**config.mk**
```make
export PLATFORM = sky130hd
export DESIGN_NAME = silly_bist
export DESIGN_NICKNAME = d
export VERILOG_FILES = /design/src/rtl/silly_bist_pkg.sv /design/src/rtl/bist_hold_timer.sv /design/src/rtl/silly_bist.sv
export SDC_FILE = /design/constraint.sdc
export NUM_CORES = 1
export LEC_CHECK = 0
export ABC_AREA = 0
export CORE_MARGIN = 5
export CORE_UTILIZATION = 53
export DETAILED_ROUTE_END_ITERATION = 6
export MAX_ROUTING_LAYER = met4
export PLACE_DENSITY = 0.9
export SETUP_SLACK_MARGIN = 0.5
export SKIP_CTS_REPAIR_TIMING = 1
export SYNTH_ARGS = -nofsm -noshare
export SYNTH_HDL_FRONTEND = slang
export SYNTH_SLANG_ARGS = --single-unit
```
**constraint.sdc**
```tcl
create_clock -name clk -period 5.2 [get_ports clk]
set_clock_uncertainty 0.15 [all_clocks]
set_input_delay 1.3 -clock clk [delete_from_list [all_inputs] [get_ports clk]]
set_output_delay 1.3 -clock clk [all_outputs]
set_load 0.02 [all_outputs]
```
**src/rtl/silly_bist_pkg.sv**
```systemverilog
// silly_bist_pkg: shared types and constants for the sillyfunction self-test sequencer.
package silly_bist_pkg;

  typedef enum logic [1:0] {
    IDLE,
    APPLY,
    SAMPLE,
    DONE
  } bist_state_t;

  // Number of input combinations of the three-input block under test.
  localparam int NUM_VEC = 8;
  localparam int VEC_W   = $clog2(NUM_VEC);

  // Golden truth table of y = ~b&~c | a&~b; bit i is y for {a,b,c} = i.
  localparam logic [NUM_VEC-1:0] SILLY_EXPECTED = 8'h31;

endpackage

```
**src/rtl/bist_hold_timer.sv**
```systemverilog
// bist_hold_timer: loadable down-counter timing how long each vector is held.
// Stops at zero and flags it; a load takes priority over a decrement.
module bist_hold_timer #(
  parameter int W = 2
) (
  input  logic         clk,
  input  logic         rst_n,
  input  logic         load,
  input  logic [W-1:0] load_val,
  input  logic         dec,
  output logic [W-1:0] count,
  output logic         zero
);

  // Counter register: load, else decrement towards zero and hold there.
  always_ff @(posedge clk or negedge rst_n) begin
    // NOTE: clocked state uses non-blocking (<=) so every register samples pre-edge values.
    if (!rst_n) begin
      count <= '0;
    end else if (load) begin
      count <= load_val;
    end else if (dec && !zero) begin
      count <= count - 1'b1;
    end
  end

  assign zero = (count == '0);

endmodule

```
**src/rtl/silly_bist.sv**
```systemverilog
// silly_bist: self-test sequencer for the sillyfunction block.
// Walks {a,b,c} through 0..7, holds each vector HOLD_CYCLES cycles (must be >= 1),
// samples dut_y against EXPECTED and reports pass, fail_mask and err_count.
// Optional feature macro: SILLY_BIST_STOP_ON_FAIL_EN ends the run at the first mismatch.
module silly_bist
  import silly_bist_pkg::*;
#(
  parameter int                 HOLD_CYCLES = 2,
  parameter logic [NUM_VEC-1:0] EXPECTED    = SILLY_EXPECTED
) (
  input  logic               clk,
  input  logic               rst_n,
  input  logic               start,
  input  logic               dut_y,
  output logic               a,
  output logic               b,
  output logic               c,
  output logic               busy,
  output logic               done,
  output logic               pass,
  output logic [NUM_VEC-1:0] fail_mask,
  output logic [3:0]         err_count
);

  localparam int               CNT_W     = $clog2(HOLD_CYCLES) + 1;
  localparam logic [CNT_W-1:0] HOLD_LOAD = CNT_W'(HOLD_CYCLES - 1);
  localparam logic [VEC_W-1:0] LAST_VEC  = VEC_W'(NUM_VEC - 1);

  bist_state_t      state_q;
  bist_state_t      state_d;
  logic [VEC_W-1:0] vec_q;
  logic [CNT_W-1:0] hold_count;
  logic             hold_zero;
  logic             start_run;
  logic             mismatch;
  logic             last_vec;

  // start is only honoured while no run is in progress.
  assign start_run = start && ((state_q == IDLE) || (state_q == DONE));
  assign mismatch  = (dut_y != EXPECTED[vec_q]);
  assign last_vec  = (vec_q == LAST_VEC);

  // Hold timer: loaded at run start and on every SAMPLE, counts down during APPLY.
  bist_hold_timer #(
    .W(CNT_W)
  ) u_hold_timer (
    .clk      (clk),
    .rst_n    (rst_n),
    .load     (start_run || (state_q == SAMPLE)),
    .load_val (HOLD_LOAD),
    .dec      (state_q == APPLY),
    .count    (hold_count),
    .zero     (hold_zero)
  );

  // State register.
  always_ff @(posedge clk or negedge rst_n) begin
    if (!rst_n) begin
      state_q <= IDLE;
    end else begin
      state_q <= state_d;
    end
  end

  // Next-state logic.
  always_comb begin
    // NOTE: default assignment first so no path through the case infers a latch.
    state_d = state_q;
    case (state_q)
      IDLE, DONE: begin
        if (start) state_d = APPLY;
      end
      APPLY: begin
        if (hold_zero) state_d = SAMPLE;
      end
      SAMPLE: begin
`ifdef SILLY_BIST_STOP_ON_FAIL_EN
        if (mismatch || last_vec) state_d = DONE;
`else
        if (last_vec) state_d = DONE;
`endif
        else state_d = APPLY;
      end
      default: state_d = IDLE;
    endcase
  end

  // Vector index and result registers: cleared at run start, updated on the edge ending SAMPLE.
  always_ff @(posedge clk or negedge rst_n) begin
    if (!rst_n) begin
      vec_q     <= '0;
      fail_mask <= '0;
      err_count <= '0;
    end else if (start_run) begin
      vec_q     <= '0;
      fail_mask <= '0;
      err_count <= '0;
    end else if (state_q == SAMPLE) begin
      if (mismatch) begin
        fail_mask[vec_q] <= 1'b1;
        err_count        <= err_count + 4'd1;
      end
      if (state_d == APPLY) vec_q <= vec_q + 1'b1;
    end
  end

  // Output decode: purely from registered state, never from start or dut_y.
  always_comb begin
    {a, b, c} = vec_q;
    busy      = (state_q == APPLY) || (state_q == SAMPLE);
    done      = (state_q == DONE);
    pass      = (state_q == DONE) && (err_count == 4'd0);
  end

endmodule

```
### Word-level counts from Yosys, hierarchy flattened

Memories as Yosys holds them, arrays and structs flattened.
Index checks and enable logic that the tools add are counted.

* multiplexer cells: 18
* reductions and logical operators: 18
* eq/ne operators: 6
* magnitude comparators: 2
* add/subtract/negate cells: 3
* bitwise gates (word level): 1

Operators by type and width (count)
* $mux 8: 3
* $mux 4: 3
* $mux 2: 5
* $mux 3: 3
* $or 8x8->8: 1
* $reduce_bool 2->1: 4
* $pmux 2 s3: 1
* $add 4x1->4 const B: 1
* $eq 2x1->1 const B: 2
* $eq 2x2->1 const B: 2
* $logic_and 1x1->1: 4
* $logic_not 2->1: 2
* $logic_not 4->1: 1
* $lt 3x4->1 const B: 1
* $reduce_and 2->1: 2
* $add 3x1->3 const B: 1
* $demux 1 s3: 1
* $eq 3x3->1 const B: 1
* $ge 3x1->1 const B: 1
* $logic_or 1x1->1: 3
* $mux 1: 2
* $reduce_or 2->1: 1
* $sub 2x1->2 const B: 1
* $logic_not 1->1: 1
* $ne 1x1->1: 1

* logic and storage cells: 54
* bits in read-only memories: 8
* memories: 1
* input bits: 4
* output and inout port bits: 18
* bits in registers: 19

Memories
* (name not given): depth 8, width 1, read ports 1, clocked after memory_dff 0, write ports 0, line silly_bist.sv:40 `assign mismatch = (dut_y != EXPECTED[vec_q]);`

### Longest topological paths before layout

* depth after elaboration: 8
* gate-level depth with buffers: 7
* depth with buffers taken out: 7

### By module

From an unflattened synthesis, not the netlist that was laid out.

* cell total of the unflattened synthesis: 120
* area, all modules: 1096.1 um^2

Modules (own cells, without submodules)
* silly_bist: seq. area each 425.4 um^2, cells an instance 107, instances 1, area each 963.4 um^2
* bist_hold_timer: seq. area each 50.0 um^2, cells an instance 13, instances 1, area each 132.6 um^2

### Worst setup path before layout

OpenSTA, ideal clock, no wires.

* path type: register -> output
* start point: register state_q[0]
* end point: output port pass
* stages on the path, launching flop included: 3
* arrival time: 1.431 ns
* slack: 2.319 ns
* data required time: 3.750 ns
* path buffers: 0
* cell sequence: dfrtp_1 > ha_1 > nor4bb_1

* word-level cells in the longest chain between the ends: 2

RTL lines
* start, declared: line silly_bist.sv:29 `bist_state_t state_q;`
* start signal, assigned: line silly_bist.sv:61 `state_q <= state_d;`
* $eq 2x2->1
* via done: line silly_bist.sv:19 `output logic done,`
* $logic_and 1x1->1: line silly_bist.sv:112 `pass = (state_q == DONE) && (err_count == 4'd0);`
* end, declared: line silly_bist.sv:20 `output logic pass,`

The timed path passes the listed nets, and every way through them passes these cells.

### Worst setup path after layout

* start point: register state_q[1]
* end point: output port pass

* word-level cells in the longest chain between the ends: 2

RTL lines (line)
* $eq 2x2->1: silly_bist.sv:112
* $logic_and 1x1->1: silly_bist.sv:112

No other way between the ends.

==> results.cfg <==
[status]
status = finished clean

[sta]
finalHoldViolations = 0
worst_pin_slew_ns = 0.8604
achievable-frequency_ghz = 0.3028
rsz0062_at_grt = no
setup_viol = 0
slew_headroom_pct = 42.46
min_period_ns = 3.302
slew_viol_final = 0
timing.final.crit_share_pct = 63.50
fin_setup_tns_ns = 0

[global_routing]
grt_pass1_wl_um = 3705
grt_pass1_vias = 848
grt_util_all_layers_pct = 17.61
grt_max_degree = 20
grt-ovfl-total = 0
antenna_found_initial = 0

[yosys]
syn_avg_cell_area_um2 = 9.882
yosysUniqueCellTypes = 33
synth_top_area_share_pct = 44.55
yosysMostFrequentCell = dfrtp_1
syn_area_um2 = 1067
async_flop_share_pct = 100.0
synthTopCellsByArea = dfrtp_1, ha_1, inv_1, a41oi_1, a21oi_1
synth_edf_count = 0
synth_seq_area_share_pct = 44.55
synth-seq-cells = 19
yosys_warnings = 0
synth_flop_cell = dfrtp_1
yosysTopAreaCell = dfrtp_1
synthesis.nets = 121
ys_top_cells_by_count = dfrtp_1, inv_1, ha_1
syn_inst = 108

[clocking]
clock_sinks = 19
cts.path.max_buffers = 2
cts_htree_levels = 1
clkLatencyLatePin_ns = 0.29
clk_pin_slew_ns = 0.11
cts_tree = done
cts_buffers = 3
root_buffer = clkbuf_4

[cells_and_area]
design_area_um2 = 1319
area_delta_synth_final_pct = 23.56
fill_cells = 147
nets = 144
antenna_cells = 0
drive_above_1_share_pct = 5.385

[hold_path]
worstHoldPathType = reg -> reg

[power_and_ir_drop]
power_frac_seq_pct = 39.2
leakage_nw = 0.5824
pwr-share-comb_pct = 46.4
p_clk_share_pct = 14.4
totalPowerFinal_mw = 0.5115
p_sw_share_pct = 40.53
p_sw_mw = 0.2074
power.internal_mw = 0.3042
p_per_area_nw_per_um2 = 387.9
ir_drop_v = 0.0002837

[placement]
port_buffers = 21
placed_area_um2 = 1292
dp_hpwl_um = 1674
place_congestion = 0.8236

[floorplanning]
io-pin-count = 22
die_area_um2 = 3011
die_y_um = 54.88
num_rows = 16
die_x_um = 54.88
core-area_um2 = 1942
start_util_pct = 54.96

[flow_run]
drv_cap = 0

[route]
via_per_inst = 5.713
wl_per_cell_um = 14.32
dr.pass1.iters = 4
drc = 0
drt_iter0_drc = 13
vias = 897
wl_um = 2249
ant_nets = 0

[setup_path]
worst_setup_path_start_kind = flop
path_class = reg -> out
crit_arrival_ns = 1.85
cp.buffers_inverters = 1
max_stage_delay_ns = 0.65
required_ns = 3.75
end_kind = primary output
worst_path_dominant_cell_family = buffers and inverters
cpMaxStageDelayCell = clkdlybuf4s50_1
worstPathCellList = ha_1, nor4bb_1, clkdlybuf4s50_1
critPathMaxFanout = 5
==> worst register-to-register path: stages, from the launching register on <==
cell	delay, ns
dfrtp_1	0.44
inv_1	0.08
ha_1	0.43
and2_0	0.26
or3b_4	0.42
a2111oi_1	0.43
o21a_1	0.17
==> sequential cells by signal, indices dropped and copies added (netlist names) <==
name,flops
fail_mask,8
err_count,4
vec_q,3
state_q,2
u_hold_timer.count,2
==> worst paths after layout <==
kind                       slack, ns    startpoint            to  cells past startpoint
min                             0.37  fail_mask[1]  fail_mask[1]                      2
max in group asynchronous       3.03         rst_n    state_q[0]                      1
max reg2reg                     2.76    state_q[0]  fail_mask[0]                      6
max                             1.90    state_q[1]          pass                      3
min in group asynchronous       1.34         rst_n  fail_mask[3]                      1
min reg2reg                     0.37  fail_mask[1]  fail_mask[1]                      2
==> power groups by stage <==
stage / sequential [mW] / combinational, mW / clock (mW)
floorplan: 0.211 / 0.147 / 0
global placement: 0.201 / 0.228 / 0
detailed placement: 0.204 / 0.237 / 0
CTS: 0.201 / 0.238 / 0.0753
global route: 0.205 / 0.261 / 0.0811
finish: 0.201 / 0.237 / 0.0734
==> cells in the final DEF, fill, tap and decap left out, types with 3 or more instances in the layout <==
cell type,Yosys,routed
a41oi_1,4,4
nand3_1,6,6
clkdlybuf4s50_1,0,21
o21ai_0,5,5
nor2_1,8,8
dfrtp_1,19,19
nand4_1,3,3
nor2b_1,3,3
ha_1,9,9
a21oi_1,6,6
nand2_1,4,4
clkbuf_4,0,3
inv_1,10,10
nand2b_1,4,4
==> stage by stage <==
stage | hold WS, ns | std cells | util [%] | setup WS [ns]
after CTS | 0.3769 | 157 | 67.91 | 1.878
after detailed placement | 0.3441 | 153 | 66.56 | 1.969
after global placement | 0.3314 | 153 | 66.56 | 2.052
after global routing | 0.3945 | 157 | 67.91 | 1.753
final | 0.3677 | 157 | 67.91 | 1.898
after floorplan | 0.3944 | 108 | - | 2.319
==> cells by family (layout without fill, tap and decap cells) <==
group	count (synthesis)	in the layout	share of synthesized area, %
buffers and inverters	13	35	5.276
AOI/OAI and AO/OA	25	25	15.83
DFF	19	19	44.55
and+or+nand+nor	39	39	21.10
muxes	2	2	1.876
xor gates and xnor gates	1	1	0.8208
adders and majority gates	9	9	10.55
==> cell type report <==
type / count / area, um2 / share of cell area [%]
Clock buffer: 4 / 26.28 / 1.992
Timing Repair Buffer: 21 / 210.2 / 15.94
Sequential cell: 19 / 475.5 / 36.05
Inverter: 10 / 37.54 / 2.846
Multi-Input combinational cell: 76 / 535.5 / 40.61
Tap cell: 27 / 33.78 / 2.562
==> per-layer routing <==
metal  track usage (%)  up-vias  routed length (um)
li1                  -      429                   -
met1             21.09      444                1001
met2             29.13       20                1121
met3             3.542        4                  97
met4             6.224        0                  29
met5                 -        -                   0
Note: power is estimated with default switching activity, not from simulation.
